**src/rtl/ahb3lite_interconnect_slave_arbiter.sv**
```systemverilog
// ahb3lite_interconnect_slave_arbiter
//   Chooses which master owns one AHB3-Lite slave port. The grant is registered
//   and one-hot. Once a master is granted, it keeps the slave for the whole of a
//   fixed-length burst, an undefined-length INCR burst, or a locked sequence.
//   Otherwise the grant goes to the best candidate whenever HREADY=1.
//
// Ports
//   HCLK         in   block clock (rising edge)
//   HRESET       in   asynchronous active-high reset
//   HSEL         in   [MASTERS]                 per-master select for this slave
//   priority_i   in   [MASTERS*PRIORITY_BITS]   per-master priority, master i at slice i
//   priority_max in   [PRIORITY_BITS]           highest priority among selected masters
//   HTRANS       in   [MASTERS*2]               per-master transfer type, master i at slice i
//   HBURST       in   [MASTERS*3]               per-master burst type, master i at slice i
//   HMASTLOCK    in   [MASTERS]                 per-master lock
//   HREADY       in   slave-side ready; decisions are taken only when high
//   grant        out  [MASTERS]                 one-hot registered grant
//   master_sel   out  [MS_BITS]                 binary index of the granted master
//
// Build option
//   AHB3LITE_INTERCONNECT_ROUND_ROBIN_EN : round-robin among equal-priority
//   candidates. When it is not defined, the lowest index wins.
//
// state | meaning
// ARB   | free to arbitrate at the next HREADY=1
// BURST | fixed-length burst in progress, cnt = SEQ beats still to come
// INCR  | undefined-length INCR burst in progress
// LOCK  | locked sequence in progress
module ahb3lite_interconnect_slave_arbiter #(
  parameter int MASTERS       = 3,
  parameter int PRIORITY_BITS = $clog2(MASTERS+1),
  localparam int MS_BITS      = (MASTERS > 1) ? $clog2(MASTERS) : 1
) (
  input  logic                               HCLK,
  input  logic                               HRESET,
  input  logic [MASTERS-1:0]                 HSEL,
  input  logic [MASTERS*PRIORITY_BITS-1:0]   priority_i,
  input  logic [PRIORITY_BITS-1:0]           priority_max,
  input  logic [2*MASTERS-1:0]               HTRANS,
  input  logic [3*MASTERS-1:0]               HBURST,
  input  logic [MASTERS-1:0]                 HMASTLOCK,
  input  logic                               HREADY,
  output logic [MASTERS-1:0]                 grant,
  output logic [MS_BITS-1:0]                 master_sel
);

  typedef enum logic [1:0] {ARB, BURST, INCR, LOCK} state_t;

  localparam logic [1:0] TR_IDLE   = 2'd0;
  localparam logic [1:0] TR_BUSY   = 2'd1;
  localparam logic [1:0] TR_NONSEQ = 2'd2;
  localparam logic [1:0] TR_SEQ    = 2'd3;
  localparam logic [2:0] HB_INCR   = 3'd1;

  state_t               state, state_nxt, arb_state;
  logic [3:0]           cnt, cnt_nxt, arb_cnt;
  logic [MS_BITS-1:0]   sel_nxt, arb_sel, win_idx;
  logic [MASTERS-1:0]   cand, grant_nxt;
  logic                 win_found;
  logic [1:0]           cur_trans;
  logic [2:0]           cur_burst;
  logic                 cur_lock;

  assign cur_trans = HTRANS[int'(master_sel)*2 +: 2];
  assign cur_burst = HBURST[int'(master_sel)*3 +: 3];
  assign cur_lock  = HMASTLOCK[master_sel];

  always_comb begin
    for (int i = 0; i < MASTERS; i++)
      cand[i] = HSEL[i] && (priority_i[i*PRIORITY_BITS +: PRIORITY_BITS] == priority_max);
  end

`ifdef AHB3LITE_INTERCONNECT_ROUND_ROBIN_EN
  logic [MS_BITS-1:0] rr_ptr;

  // Search starts just after the last granted master and wraps to 0.
  always_comb begin
    int idx;
    win_found = 1'b0;
    win_idx   = '0;
    idx       = 0;
    for (int k = 1; k <= MASTERS; k++) begin
      idx = int'(rr_ptr) + k;
      if (idx >= MASTERS) idx = idx - MASTERS;
      if (!win_found && cand[idx]) begin
        win_found = 1'b1;
        win_idx   = MS_BITS'(idx);
      end
    end
  end

  always_ff @(posedge HCLK or posedge HRESET) begin
    if (HRESET)                     rr_ptr <= '0;
    else if (sel_nxt != master_sel) rr_ptr <= sel_nxt;
  end
`else
  always_comb begin
    win_found = 1'b0;
    win_idx   = '0;
    for (int i = MASTERS-1; i >= 0; i--) begin
      if (cand[i]) begin
        win_found = 1'b1;
        win_idx   = MS_BITS'(i);
      end
    end
  end
`endif

  // What an arbitration point would decide. BURST, INCR and LOCK fall back on
  // this whenever their hold condition ends.
  always_comb begin
    arb_state = ARB;
    arb_cnt   = 4'd0;
    arb_sel   = master_sel;
    if (cur_trans == TR_NONSEQ && cur_lock) begin
      arb_state = LOCK;
    end else if (cur_trans == TR_NONSEQ && cur_burst > HB_INCR) begin
      arb_state = BURST;
      case (cur_burst)
        3'd2, 3'd3: arb_cnt = 4'd3;
        3'd4, 3'd5: arb_cnt = 4'd7;
        default:    arb_cnt = 4'd15;
      endcase
    end else if (cur_trans == TR_NONSEQ && cur_burst == HB_INCR) begin
      arb_state = INCR;
    end else if (win_found) begin
      arb_sel = win_idx;
    end
  end

  always_comb begin
    state_nxt = state;
    cnt_nxt   = cnt;
    sel_nxt   = master_sel;
    if (HREADY) begin
      case (state)
        ARB: begin
          state_nxt = arb_state; cnt_nxt = arb_cnt; sel_nxt = arb_sel;
        end
        BURST: begin
          if (cur_trans == TR_SEQ) begin
            // The last beat (cnt<=1) re-arbitrates. This also keeps cnt from wrapping.
            if (cnt <= 4'd1) begin
              state_nxt = arb_state; cnt_nxt = arb_cnt; sel_nxt = arb_sel;
            end else begin
              cnt_nxt = cnt - 4'd1;
            end
          end else if (cur_trans != TR_BUSY) begin
            state_nxt = arb_state; cnt_nxt = arb_cnt; sel_nxt = arb_sel;
          end
        end
        INCR: begin
          if (cur_trans == TR_IDLE || cur_trans == TR_NONSEQ) begin
            state_nxt = arb_state; cnt_nxt = arb_cnt; sel_nxt = arb_sel;
          end
        end
        default: begin
          if (!cur_lock) begin
            state_nxt = arb_state; cnt_nxt = arb_cnt; sel_nxt = arb_sel;
          end
        end
      endcase
    end
  end

  always_comb begin
    for (int i = 0; i < MASTERS; i++)
      grant_nxt[i] = (sel_nxt == MS_BITS'(i));
  end

  always_ff @(posedge HCLK or posedge HRESET) begin
    if (HRESET) begin
      state      <= ARB;
      cnt        <= 4'd0;
      master_sel <= '0;
      grant      <= MASTERS'(1);
    end else begin
      state      <= state_nxt;
      cnt        <= cnt_nxt;
      master_sel <= sel_nxt;
      grant      <= grant_nxt;
    end
  end

endmodule
```
**config.mk**
```make
export PLATFORM = sky130hd
export DESIGN_NAME = ahb3lite_interconnect_slave_arbiter
export DESIGN_NICKNAME = d
export VERILOG_FILES = /design/src/rtl/ahb3lite_interconnect_slave_arbiter.sv
export SDC_FILE = /design/constraint.sdc
export NUM_CORES = 1
export LEC_CHECK = 0
export BUFFER_PORTS_ARGS = -buffer_cell sky130_fd_sc_hd__buf_4
export CORE_MARGIN = 2
export CORE_UTILIZATION = 46
export DETAILED_ROUTE_END_ITERATION = 8
export HOLD_SLACK_MARGIN = 0.15
export PLACE_DENSITY = 0.76
export SLEW_MARGIN = 20
export SYNTH_ARGS = -nofsm -noshare
export SYNTH_HDL_FRONTEND = slang
export SYNTH_SLANG_ARGS = --single-unit
```
**constraint.sdc**
```tcl
create_clock -name HCLK -period 2.5 [get_ports HCLK]
set_clock_uncertainty 0.1 [all_clocks]
set_input_delay 0.75 -clock HCLK [delete_from_list [all_inputs] [get_ports HCLK]]
set_output_delay 0.75 -clock HCLK [all_outputs]
set_load 0.02 [all_outputs]
```
Yosys cells after proc, flatten, opt, wreduce, memory -nomap -nowiden:

Cells that the tools add are included.

* add/sub/neg operators: 1
* $mul: 1
* div/mod/pow operators: 0
* $lt $le $gt $ge: 3
* equal/unequal tests: 19
* shift operators: 2
* muxes and demuxes: 37
* bitwise gates (word level): 0
* reduce and logical (&&, ||, !) cells: 14

Operators with widths (number)
* two-way mux 2 bit: 21
* two-way mux 4 bit: 7
* case mux 2 bit (3 select lines): 2
* case mux 4 bit (3 select lines): 1
* indexed part select 9 x 5 -> 3 bit: 1
* == test 2 bit (second input constant): 4
* case mux 4 bit (2 select lines): 1
* == test 2 bit: 3
* == test 3 x 2 -> 1 bit (second input constant): 2
* == test 3 bit (second input constant): 2
* logical AND 1 bit: 6
* zero test 2 bit: 3
* inequality test 3 bit (second input constant): 2
* indexed part select 6 x 4 -> 2 bit: 1
* AND reduction 5 bit: 1
* == test 2 x 1 -> 1 bit (second input constant): 2
* less-or-equal comparator 4 x 1 -> 1 bit (second input constant): 1
* multiplier 2 x 2 -> 4 bit (second input constant): 1
* two-way mux 1 bit: 4
* inequality test 4 x 1 -> 1 bit (second input constant): 1
* AND reduction 4 bit: 1
* OR reduction 2 bit: 2
* subtractor 4 x 1 -> 4 bit (second input constant): 1
* == test 3 x 1 -> 1 bit (second input constant): 1
* 6 further kinds: 6

* register bits: 11
* bits in latches: 0
* memory bits (writable): 0
* memory bits (read-only): 0
* bits of input ports: 32
* output and inout port bits: 5
* word-level logic and storage cells: 81
* memories kept: 0

Depth between registers and ports, before layout:

* depth after elaboration: 14
* mapped depth: 11
* mapped depth without buffers: 9

Worst setup path after synthesis:

Ideal clock, no wire load.

* path kind: input-to-reg
* start: input HMASTLOCK[0]
* end: register grant[2]
* data arrival time: 2.361 ns
* path slack: -0.080 ns
* stages on the path: 8
* path buffers: 0
* cells stage by stage: mux2_4 -> a22oi_4 -> nor4b_4 -> nor2_1 -> o32a_1 -> a21oi_1 -> a32oi_2 -> and2_1

* cells in the longest elaborated chain, start to end: 9
* elaborated cells on any way between the ends: 12
* classes of those cells: 1 x eq/ne; 10 x mux; 1 x reduce/logical

RTL lines
* start, declared: RTL line 41 `input logic [MASTERS-1:0] HMASTLOCK,`
* binary-select mux 1 bit (select 2 bit) *: RTL line 66 `assign cur_lock = HMASTLOCK[master_sel];`
* two-way mux 1 bit (not written as such) *: RTL line 66
* logical AND 1 bit: RTL line 115 `if (cur_trans == TR_NONSEQ && cur_lock) begin`
* two-way mux 2 bit: RTL line 115
* two-way mux 2 bit (on tied branches): RTL line 148, 143
* two-way mux 2 bit: RTL line 141 `if (cur_trans == TR_SEQ) begin`
* case mux 2 bit (3 select lines) *: RTL line 136 `case (state)`
* two-way mux 2 bit *: RTL line 135 `if (HREADY) begin`
* == test 2 bit *: RTL line 168 `grant_nxt[i] = (sel_nxt == MS_BITS'(i));`
* named net grant_nxt[2]: RTL line 58 `logic [MASTERS-1:0] cand, grant_nxt;`
* end signal, assigned: RTL line 181 `grant <= grant_nxt;`
* end, declared: RTL line 43 `output logic [MASTERS-1:0] grant,`

Mark *: on every way through the listed nets, which the timed path passes. The rest lies on a longest branch. The select of a mux whose other input is x is not followed.
A chain may end at the register's enable or synchronous reset.

Worst setup path after layout:

Ends and elaborated chain as after synthesis.

==> summary.txt <==
Synth Net Count -> 170
Footprint of the multi-input gates -> 816 sq um
Initial antenna violation count -> 0
RSZ-0062 raised after global routing -> yes
# nets final -> 234
Top cell type's share of synthesized area -> 0.217
CTS H-tree depth -> 1
Area growth syn-to-layout -> 45.3%
Critical path class -> input port to flip-flop
Worst-path clk slew -> 0.06 ns
TritonCTS buffer count -> 3
Hold Violations, Final -> 0
Placed cell area -> 1620 sq um
Core Area -> 2430 sq um
WP data required -> 2.59 ns
Fmax -> 395 MHz
Hpwl dp -> 2750 um
Failing checks -> setup timing
CTS tree -> done
Vias in the first global route -> 1180
Final WS setup -> -0.0337 ns
Reg area -> 278 sq um
Buffers on Ports -> 36
Share of layout cells above drive strength 1 -> 0.447
Slew Viols, Final -> 0
Seq/Total Area, Yosys -> 0.240
Final Cell Area -> 1680 sq um
Seq cells post-synth -> 11
IO Count -> 37
Fraction of the cycle the final worst path needs -> 1.01
Congestion Overflow GR -> 0
Largest net degree at the start of global routing -> 17
Min cycle time layout -> 2.53 ns
Clock Tree Buf Depth -> 2
Die Ht -> 54.1 um
Yosys top cell by area -> dfrtp_1
First-pass GRT wire length -> 5100 um
Hold Slack -> 0.368 ns
Final wirelength -> 3310 um
Vias per cell -> 5.51
Fillers -> 210
Yosys Warn Count -> 0
Antenna Cells -> 0
Final core occ -> 0.689
Post-Syn Instances -> 136
Total track usage -> 0.242
DRC violations left -> 0
Die X -> 54.1 um
CP Capture Type -> flip-flop
Skew-Pair Late Insertion Delay -> 0.25 ns
DR pass1 iterations -> 4
Post-route ant nets -> 0
Worst-margin pin slew -> 0.482 ns
Starting density of the core -> 0.474
Clock sink total -> 11
Pre-CTS WS -> -0.228 ns
Max Cap Viol -> 0
Mapped cell area -> 1150 sq um
Wire length per cell -> 14.5 um
Gpl congestion -> 0.863
Pwr dens -> 1090 nW/um^2
Top_reg_cell synth -> dfrtp_1
Setup violators final -> 3
Lkg Pwr -> 0.786 nW
EDFF count, synth -> 0
Max rail drop VDD -> 0.694 mV
Max-slew headroom -> 0.676
Top post-synthesis cells by area -> dfrtp_1, mux2i_1, nand2_1
Post-synth ARST share -> 1.00
CTS root buf -> clkbuf_4
WP data arrival -> 2.63 ns
DR vias -> 1262
Die ar. -> 2920 sq um
Row cnt -> 18
Post-synth cell types -> 51
Status -> finished with violations
Crit-path max FO -> 5
1st-iter DRT viols -> 42
Synthesized area per cell -> 8.48 sq um
HP Class -> input port to asynchronous set/reset pin
Startpoint Class -> input port
-- through the flow --
| stage | setup TNS [ns] | std cells | total power [mW] |
|---|---|---|---|
| 2_1_floorplan | -0.227 | 136 | 1.18 |
| 3_3_place_gp | -0.691 | 222 | 1.60 |
| 3_5_place_dp | -0.986 | 222 | 1.65 |
| 4_1_cts | 0 | 227 | 1.78 |
| 5_1_grt | -0.417 | 229 | 1.96 |
| 6_report | -0.0364 | 229 | 1.82 |
-- cell usage in the layout (no fill, tap or decap), types with 2 or more instances in the layout --
cell type | Yosys | routed
o22ai_1 | 3 | 3
o2bb2ai_2 | 1 | 2
xnor2_1 | 6 | 6
a31oi_1 | 5 | 5
o21a_1 | 2 | 2
or3_1 | 2 | 2
nand3_1 | 2 | 2
nor2b_1 | 3 | 3
nand2_1 | 15 | 15
mux2i_1 | 7 | 7
inv_1 | 6 | 6
and3_1 | 2 | 2
o32a_1 | 2 | 2
nor3b_1 | 2 | 2
buf_4 | 0 | 63
o21ai_0 | 10 | 10
dfrtp_1 | 10 | 9
nor2_1 | 9 | 8
nor3_1 | 4 | 4
clkbuf_4 | 0 | 3
ha_1 | 2 | 2
a21oi_1 | 9 | 9
-- worst max-delay path, cell delays in order --
cell	delay [ns]
buf_4	0.11
mux2_4	0.27
a22oi_4	0.13
nor4b_4	0.33
or2b_4	0.21
a31oi_1	0.07
or3_1	0.34
a32oi_2	0.23
and2_1	0.16
-- per-layer routing --
layer | GRT usage | vias up | share of wire
met4 | 0.0875 | 0 | 0.0078
li1 | - | 633 | -
met5 | 0 | - | 0
met2 | 0.419 | 46 | 0.48
met3 | 0.0333 | 4 | 0.065
met1 | 0.305 | 579 | 0.45
-- registers in the layout (all words and copies together), names as in the netlist --
register / cells
cnt: 4
master_sel: 2
grant: 3
state: 2
-- power breakdown --
| group | total, mW | internal [mW] | switching (mW) |
|---|---|---|---|
| clock network | 0.110 | 0.0613 | 0.0482 |
| logic | 1.35 | 0.682 | 0.665 |
| registers | 0.367 | 0.268 | 0.0990 |
| total | 1.82 | 1.01 | 0.812 |
-- final timing paths --
| path | from | to | slack, ns | depth (start not counted) |
|---|---|---|---|---|
| min | HRESET | grant[1]$_DFF_PP0_ | 0.37 | 2 |
| max in group asynchronous | HRESET | grant[0]$_DFF_PP1_ | 1.62 | 2 |
| max reg2reg | master_sel[1]$_DFF_PP0_ | grant[2]$_DFF_PP0_ | -0.02 | 9 |
| min reg2reg | cnt[3]$_DFFE_PP0P_ | cnt[3]$_DFFE_PP0P_ | 0.50 | 1 |
| min in group HCLK | cnt[3]$_DFFE_PP0P_ | cnt[3]$_DFFE_PP0P_ | 0.50 | 1 |
| max | HMASTLOCK[0] | grant[2]$_DFF_PP0_ | -0.03 | 9 |
-- cells by family (layout without fill, tap and decap cells) --
kind of cell    Yosys count  after routing  synth area share
compound gates           46             46             0.299
mux                       9              9            0.0835
flops                    11             11             0.240
simple gates             50             50             0.245
xor+xnor                  6              6            0.0456
fa+ha+maj                 2              2            0.0217
buf+inv                  12             75            0.0651
-- cells in the mapped netlist, drive strengths merged (3+ instances only) --
master and instances:
a21oi 10, a31oi 5, buf 3, dfrtp 10, inv 7, mux2i 7, nand2 15, nor2 10
nor2b 3, nor3 4, o21ai 10, o22ai 3, o2bb2ai 3, xnor2 6
-- cell type report --
type / count / share of cell area
repair buffers: 64 / 0.294
flip-flops and latches: 11 / 0.166
inverters: 7 / 0.0157
clock buffers: 4 / 0.0157
well taps: 30 / 0.0224
multi-input cells: 113 / 0.487
-- what timing repair did --
| item | in CTS | in global routing |
|---|---|---|
| setup endpoints to repair | 1 | 4 |
| hold buffers | 0 | 0 |
| gates resized for setup | 0 | 3 |
| pin swaps | 1 | 1 |
| buffers inserted | 1 | 2 |
Power figures use the tool's default switching activity.
